==> config.mk <==
export PLATFORM = sky130hd
export DESIGN_NAME = ifetch_unit
export DESIGN_NICKNAME = d
export VERILOG_FILES = /design/src/rtl/ifetch_unit.sv
export SDC_FILE = /design/constraint.sdc
export NUM_CORES = 1
export LEC_CHECK = 0
export CORE_MARGIN = 1
export CORE_UTILIZATION = 31
export DETAILED_ROUTE_END_ITERATION = 10
export HOLD_SLACK_MARGIN = 0.03
export SLEW_MARGIN = 20
export SYNTH_ARGS = -nofsm -noshare
export SYNTH_HDL_FRONTEND = slang
export SYNTH_SLANG_ARGS = --single-unit
==> constraint.sdc <==
create_clock -name clk -period 2.4 [get_ports clk]
set_input_delay 0.72 -clock clk [delete_from_list [all_inputs] [get_ports clk]]
set_output_delay 0.72 -clock clk [all_outputs]
set_load 0.02 [all_outputs]
==> src/rtl/ifetch_unit.sv <==
// ifetch_unit: instruction-fetch responder sitting behind the PC block.
//
// Takes fetch addresses from the PC block (next_pc/next_pc_en) and issues
// them on the instruction-memory request/grant/response bus. Only one read
// is outstanding at a time. A fetched word is returned with a one-cycle
// inst_ready pulse. A bus error or a response timeout is returned with a
// one-cycle fetch_fault pulse. Addresses that arrive while a fetch is in
// progress go into a single-entry pending slot, and the newest one wins.
// A flush (branch redirect) kills the fetch in flight.
//
// Build option: IFETCH_ALIGN_CHECK_EN
//   defined   - a misaligned address (bits[1:0] != 0) faults with no bus request
//   undefined - address bits[1:0] are forced to zero, no check is made
//
// Ports:
//   clk, nrst             clock, synchronous active-low reset
//   next_pc, next_pc_en   fetch address and its single-cycle strobe
//   flush                 branch redirect (branch_addr_en)
//   inst_ready            one-cycle pulse: inst/inst_pc valid
//   inst, inst_pc         fetched word and its address (held)
//   fetch_fault           one-cycle pulse: error/timeout/misalign, inst_pc = address
//   busy                  fetch in progress or pending address held
//   imem_req, imem_addr   memory request (held until imem_gnt) and address
//   imem_gnt              request accepted
//   imem_rvalid, imem_rdata, imem_err   memory response
module ifetch_unit #(
  parameter int              DATA_W         = 32,
  parameter int              TIMEOUT_CYCLES = 64,
  parameter logic [DATA_W-1:0] RESET_INST   = 32'h0000_0013
) (
  input  logic              clk,
  input  logic              nrst,
  input  logic [31:0]       next_pc,
  input  logic              next_pc_en,
  input  logic              flush,
  output logic              inst_ready,
  output logic [DATA_W-1:0] inst,
  output logic [31:0]       inst_pc,
  output logic              fetch_fault,
  output logic              busy,
  output logic              imem_req,
  output logic [31:0]       imem_addr,
  input  logic              imem_gnt,
  input  logic              imem_rvalid,
  input  logic [DATA_W-1:0] imem_rdata,
  input  logic              imem_err
);

  localparam logic [1:0] IDLE  = 2'd0;
  localparam logic [1:0] REQ   = 2'd1;
  localparam logic [1:0] WAIT  = 2'd2;
  localparam logic [1:0] DRAIN = 2'd3;

  localparam int            TW      = $clog2(TIMEOUT_CYCLES) + 1;
  localparam logic [TW-1:0] TO_LAST = TW'(TIMEOUT_CYCLES - 1);

  logic [1:0]    state;
  logic [TW-1:0] timer;
  logic          pend_vld;
  logic [31:0]   pend_addr;
  logic          acc_go;
  logic [31:0]   acc_addr;

  function automatic logic [31:0] align_addr(input logic [31:0] addr);
    return addr & ~32'h3;
  endfunction

  assign busy = (state != IDLE) || pend_vld;

  // Address acceptance in IDLE: a live strobe beats the pending slot, and a
  // flush in the same cycle kills the pending address.
  always_comb begin
    acc_go   = 1'b0;
    acc_addr = next_pc;
    if (state == IDLE) begin
      if (next_pc_en) begin
        acc_go = 1'b1;
      end else if (pend_vld && !flush) begin
        acc_go   = 1'b1;
        acc_addr = pend_addr;
      end
    end
  end

  always_ff @(posedge clk) begin
    inst_ready  <= 1'b0;
    fetch_fault <= 1'b0;
    if (!nrst) begin
      state     <= IDLE;
      imem_req  <= 1'b0;
      imem_addr <= 32'h0;
      inst      <= RESET_INST;
      inst_pc   <= 32'h0;
      pend_vld  <= 1'b0;
      pend_addr <= 32'h0;
      timer     <= '0;
    end else begin
      if (next_pc_en && state != IDLE) begin
        pend_vld  <= 1'b1;
        pend_addr <= next_pc;
      end else if (flush) begin
        pend_vld <= 1'b0;
      end

      case (state)
        IDLE: begin
          if (acc_go) begin
            pend_vld <= 1'b0;
`ifdef IFETCH_ALIGN_CHECK_EN
            if (acc_addr[1:0] != 2'b00) begin
              fetch_fault <= 1'b1;
              inst_pc     <= acc_addr;
            end else begin
              imem_addr <= acc_addr;
              imem_req  <= 1'b1;
              state     <= REQ;
            end
`else
            imem_addr <= align_addr(acc_addr);
            imem_req  <= 1'b1;
            state     <= REQ;
`endif
          end
        end

        REQ: begin
          if (imem_gnt) begin
            imem_req <= 1'b0;
            timer    <= '0;
            state    <= flush ? DRAIN : WAIT;
          end else if (flush) begin
            imem_req <= 1'b0;
            state    <= IDLE;
          end
        end

        WAIT: begin
          timer <= timer + TW'(1);
          if (imem_rvalid) begin
            state <= IDLE;
            if (flush) begin
              // stale response: drop it silently
            end else if (imem_err) begin
              fetch_fault <= 1'b1;
              inst_pc     <= imem_addr;
            end else begin
              inst_ready <= 1'b1;
              inst       <= imem_rdata;
              inst_pc    <= imem_addr;
            end
          end else if (flush) begin
            state <= DRAIN;
          end else if (timer == TO_LAST) begin
            fetch_fault <= 1'b1;
            inst_pc     <= imem_addr;
            state       <= IDLE;
          end
        end

        default: begin
          // DRAIN: absorb the killed fetch's response; a timeout here is silent
          timer <= timer + TW'(1);
          if (imem_rvalid || timer == TO_LAST) begin
            state <= IDLE;
          end
        end
      endcase
    end
  end

endmodule

======== Word-level counts from Yosys, hierarchy flattened ========
Index checks and enable logic that the tools add are counted.
storage, ports and cells
  register bits ........................... 139
  word-level logic and storage cells ...... 76
  output and inout bits ................... 100
cells by class
  reductions and logical operators ........ 18
  mux-type cells .......................... 34
  $add $sub $neg .......................... 1
  bitwise logic cells ..................... 6
  equality and inequality tests ........... 7
operator list
  kind                                                  number
  two-way mux 32 bit                                    6
  two-way mux 1 bit                                     17
  two-way mux 2 bit                                     7
  one-hot mux 7 bit (2 select lines)                    1
  AND reduction 4 bit                                   2
  adder 7 x 1 -> 7 bit (second input constant)          1
  equality test 7 x 6 -> 1 bit (second input constant)  1
  two-way mux 7 bit                                     1
  inverter 1 bit                                        6
  one-hot mux 2 bit (3 select lines)                    1
  AND reduction 2 bit                                   3
  AND reduction 3 bit                                   2
  nonzero test 2 bit                                    3
  != test 2 bit (second input constant)                 2
  != test 4 bit (second input constant)                 1
  nonzero test 4 bit                                    1
  OR reduction 4 bit                                    1
  != test 3 bit (second input constant)                 1
  equality test 2 x 1 -> 1 bit (second input constant)  1
  equality test 2 bit (second input constant)           1
  logical AND 1 bit                                     2
  zero test 2 bit                                       1
  logical OR 1 bit                                      2
  one-hot mux 1 bit (2 select lines)                    1
  zero test 1 bit                                       1

======== Depth between registers and ports, before layout ========
Gate-level depths: netlist of run 1.
  word-level depth ........................ 7
  depth in mapped cells ................... 8
  mapped depth without buffers ............ 6

======== Worst setup path after synthesis of run 1 ========
No wires, ideal clock.
  path type ............................... in2reg
  from .................................... in next_pc_en
  to ...................................... reg imem_addr[10]
  arrival time ............................ 1.721 ns
  stages .................................. 6
  path slack .............................. 0.562 ns
  required time ........................... 2.284 ns
  cells stage by stage .................... clkbuf_1 > nor3b_2 > buf_2 > mux2i_1 > nand2_1 > o211a_1
on the way
  cells in the longest elaborated chain, start to end .. 3
RTL lines
  what                           line  text
  from (decl)                    34    input logic next_pc_en,
  two-way mux 1 bit              76    if (next_pc_en) begin
  two-way mux 1 bit              75    if (state == IDLE) begin
  AND reduction 2 bit (no line)  --
  to (signal assigned)           119   imem_addr <= align_addr(acc_addr);
  to (decl)                      42    output logic [31:0] imem_addr,
Several ways; a longest one is shown, not always the timed one.
A chain may end at the register's enable or synchronous reset.

======== Worst setup path after layout of run 1 ========
  from .................................... reg state[0]
  to ...................................... out busy
on the way
  cells in the longest elaborated chain, start to end .. 2
RTL lines
  what                    line  text
  from (decl)             57    logic [1:0] state;
  from (signal assigned)  130   state <= flush ? DRAIN : WAIT;
  nonzero test 2 bit      68    assign busy = (state != IDLE) || pend_vld;
  logical OR 1 bit        68
  to (decl)               40    output logic busy,
Every way passes these cells.

==> summary.md, run 1 <==
| Metric | Value |
|---|---|
| Clk_lat worst skew | `420 ps` |
| Worst R2R End | `state[0]` |
| Min Tclk post-route | `2230 ps` |
| Initial antenna violation count | `0` |
| Power Density | `836 mW/mm²` |
| Worst Path Buf+Inv | `2` |
| CTS H-Tree Depth | `4` |
| GR Util All Layers | `0.158` |
| Sink Count | `135` |
| Critical path's top delay family | `buffers and inverters` |
| R2r setup slk | `630 ps` |
| Met3 Wirelength | `994 µm` |
| Asr flop ratio synth | `0` |
| CP max-delay cell | `dfxtp_1` |
| Critical-path cell list | `inv_1 > ha_1 > nand2b_1 > dlygate4sd2_1` |
| 1st-pass router iterations | `4` |
| Cell count after synthesis | `633` |
| Vias/cell | `4.67` |
| # diodes | `0` |
| Final setup fails | `0` |
| CTS tree | `yes` |
| Die Area | `0.0185 mm²` |
| Sequential share of the synthesized area | `0.487` |
| Post-synth EDFFs | `0` |
| Hold Path Class | `flip-flop to flip-flop` |
| Layout cell share with drive strength beyond 1 | `0.0763` |
| Worst Hold Launch | `inst[8]` |
| Worst reg2reg startpoint | `state[0]` |
| Top Ports | `171` |
| Clk slew on worst S/H paths | `60 ps` |
| #FFs+latches synth | `135` |
| Worst reg-to-reg path cell count | `7` |
| VDD IR-drop max | `0.000527 V` |
| Vias in the first global route | `4,539` |
| Final setup TNS | `0 ps` |
| FP Rows | `48` |
| Die height | `136 µm` |
| P&R area growth vs syn | `45.4%` |
| Highest Signal Layer | `met4` |
| Gpl congestion | `0.734` |
| Pins Over Slew Limit | `0` |
| Hold Path Depth | `2` |
| CP arrival | `1510 ps` |
| Placed cells | `992` |
| Via Count | `4,786` |
| Hold path endpoint | `inst[8]` |
| Fin crit share | `0.928` |
| Ys flop type | `dfxtp_1` |
| CTS Buf Count | `17` |
| Routed wire length | `14,400 µm` |
| Wl on met1 | `6630 µm` |
| Leakage | `3.12 nW` |
| Drt wl/cell | `14.0 µm` |
| CP Launch Type | `flip-flop` |
| RSZ-0062 raised after global routing | `false` |
| Residual DRC | `0` |
| Crit path max fanout | `4` |
| Hold Vio Cnt, Final | `0` |
| Largest net degree at the start of global routing | `51` |
| Outcome | `finished, final reports clean` |
| Global-route wire length before repair | `22,700 µm` |
| # port buffers | `164` |
| Met2 WL | `6560 µm` |
| Final Core Density | `0.464` |
| Number of distinct library cells after synthesis | `39` |
| Total gr overflow | `0` |
| Worst endpoint required time | `1680 ps` |
| Max Freq | `0.449 GHz` |
| Crit. path cell count | `4` |
| Post-DP HPWL | `10,000 µm` |
| Core ar. | `0.0174 mm²` |
| Worst Skew | `7.26 ps` |
| Post-Syn Area per Cell | `8.77 µm²` |
| Hold buffers post-CTS | `0` |
| Hold Slack | `454 ps` |
| Initial DRC count | `134` |
| Yosys warns | `0` |
| WS Path Type | `flip-flop to output pin` |
| Worst setup EP type | `output pin` |
| Initial Utilization | `0.319` |
| Die width | `136 µm` |
| Root buffer cell | `clkbuf_16` |
| Max incr delay on CP | `380 ps` |
| DRT antenna net count | `0` |
| Non-Filler Instances | `1,024` |
| Final net count | `862` |
| Max clock buf depth | `2` |
| Max Cap Viol | `0` |
| Mapped Area | `0.00555 mm²` |
synthesized netlist by cell type (4+ instances only):
master | n | area [µm²]
buf_4 | 4 | 30.0
a21boi_1 | 9 | 67.6
nor3_1 | 5 | 25.0
mux2i_1 | 33 | 330
o21ai_0 | 34 | 170
dfxtp_1 | 135 | 2700
nand3_1 | 36 | 180
clkbuf_1 | 24 | 90.1
nor2_1 | 7 | 26.3
a21boi_0 | 52 | 390
nand2_1 | 194 | 728
nor2b_1 | 7 | 43.8
buf_2 | 19 | 95.1
inv_1 | 4 | 15.0
ha_1 | 5 | 62.6
o211a_1 | 31 | 310
power breakdown:
group / switching, W / total [W] / leakage, nW / internal [W]
combinational: 0.000859 / 0.00161 / 1.76 / 0.000755
clock: 0.00104 / 0.00248 / 0.267 / 0.00144
sequential: 0.000175 / 0.00266 / 1.10 / 0.00248
cells in the final DEF (no fill, tap or decap), drive strengths merged, types with 2 or more instances in the layout:
| master | n |
|---|---|
| nand2 | 194 |
| clkinv | 5 |
| buf | 21 |
| o211a | 31 |
| clkinvlp | 4 |
| nor2b | 7 |
| o21ai | 36 |
| conb | 4 |
| nand3 | 36 |
| mux2i | 33 |
| nor2 | 8 |
| nand2b | 4 |
| clkbuf | 17 |
| a21boi | 61 |
| nor3b | 2 |
| nor3 | 5 |
| dfxtp | 135 |
| clkdlybuf4s50 | 162 |
| xnor2 | 3 |
| a21oi | 3 |
| ha | 5 |
| inv | 9 |
worst max-delay path by stage:
stage                          to  startpoint
floorplan           imem_addr[10]  next_pc_en
global placement      inst_pc[22]       flush
detailed placement    inst_pc[27]       flush
CTS                          busy    state[0]
global route                 busy    state[0]
finish                       busy    state[0]
state kept, by name, indices dropped and copies added, names as in the netlist:
name,cells
inst_ready,1
fetch_fault,1
imem_req,1
inst_pc,30
imem_addr,30
inst,32
timer,7
pend_vld,1
pend_addr,30
state,2
metal layers:
metal / vias to the layer above / track usage
met1: 2218 / 0.197
met3: 16 / 0.0529
met4: 0 / 0.0618
met5: - / 0
met2: 124 / 0.251
li1: 2428 / -
stage by stage:
step	power (W)	instance area [µm²]	setup slack [ps]
2_1_floorplan	0.00358	5560	562
3_3_place_gp	0.00430	7510	34.6
3_5_place_dp	0.00434	7510	-9.39
4_1_cts	0.00686	8070	136
5_1_grt	0.00714	8070	75.3
6_report	0.00675	8070	172
tightest hold or removal path, cell delays in order (launching register included):
cell and delay (ps):
dfxtp_1 310, nand2_1 50, a21boi_1 50
final cells by class:
cell class | instances | area, µm²
Multi-Input combinational cell | 444 | 2590
Fill cell | 1664 | 9340
Sequential cell | 135 | 2700
Clock inverter | 15 | 144
Timing Repair Buffer | 184 | 1910
Inverter | 4 | 15.0
Clock buffer | 17 | 425
Tap cell | 225 | 282
cells by family after synthesis:
family / Yosys count / synth area share
xor gates and xnor gates: 4 / 0.00631
muxes: 33 / 0.0595
other: 1 / 0.000675
buffers and inverters: 57 / 0.0502
adders and majority gates: 5 / 0.0113
and+or+nand+nor: 262 / 0.201
AOI/OAI and AO/OA: 136 / 0.184
DFF: 135 / 0.487
timing repair:
item / 4_1_cts / 5_1_grt
buffers inserted: 0 / 0
endpoints found under the setup margin: 1 / 0
gates resized for setup: 1 / 0
(Power assumes the default switching activity.)
==> inputs of run 2 (changes only) <==
Settings changed: ABC_CLOCK_PERIOD_IN_PS from default to 2400.
==> results of run 2 <==
Same layout as run 1: the final DEF is identical, and so are final timing and power.
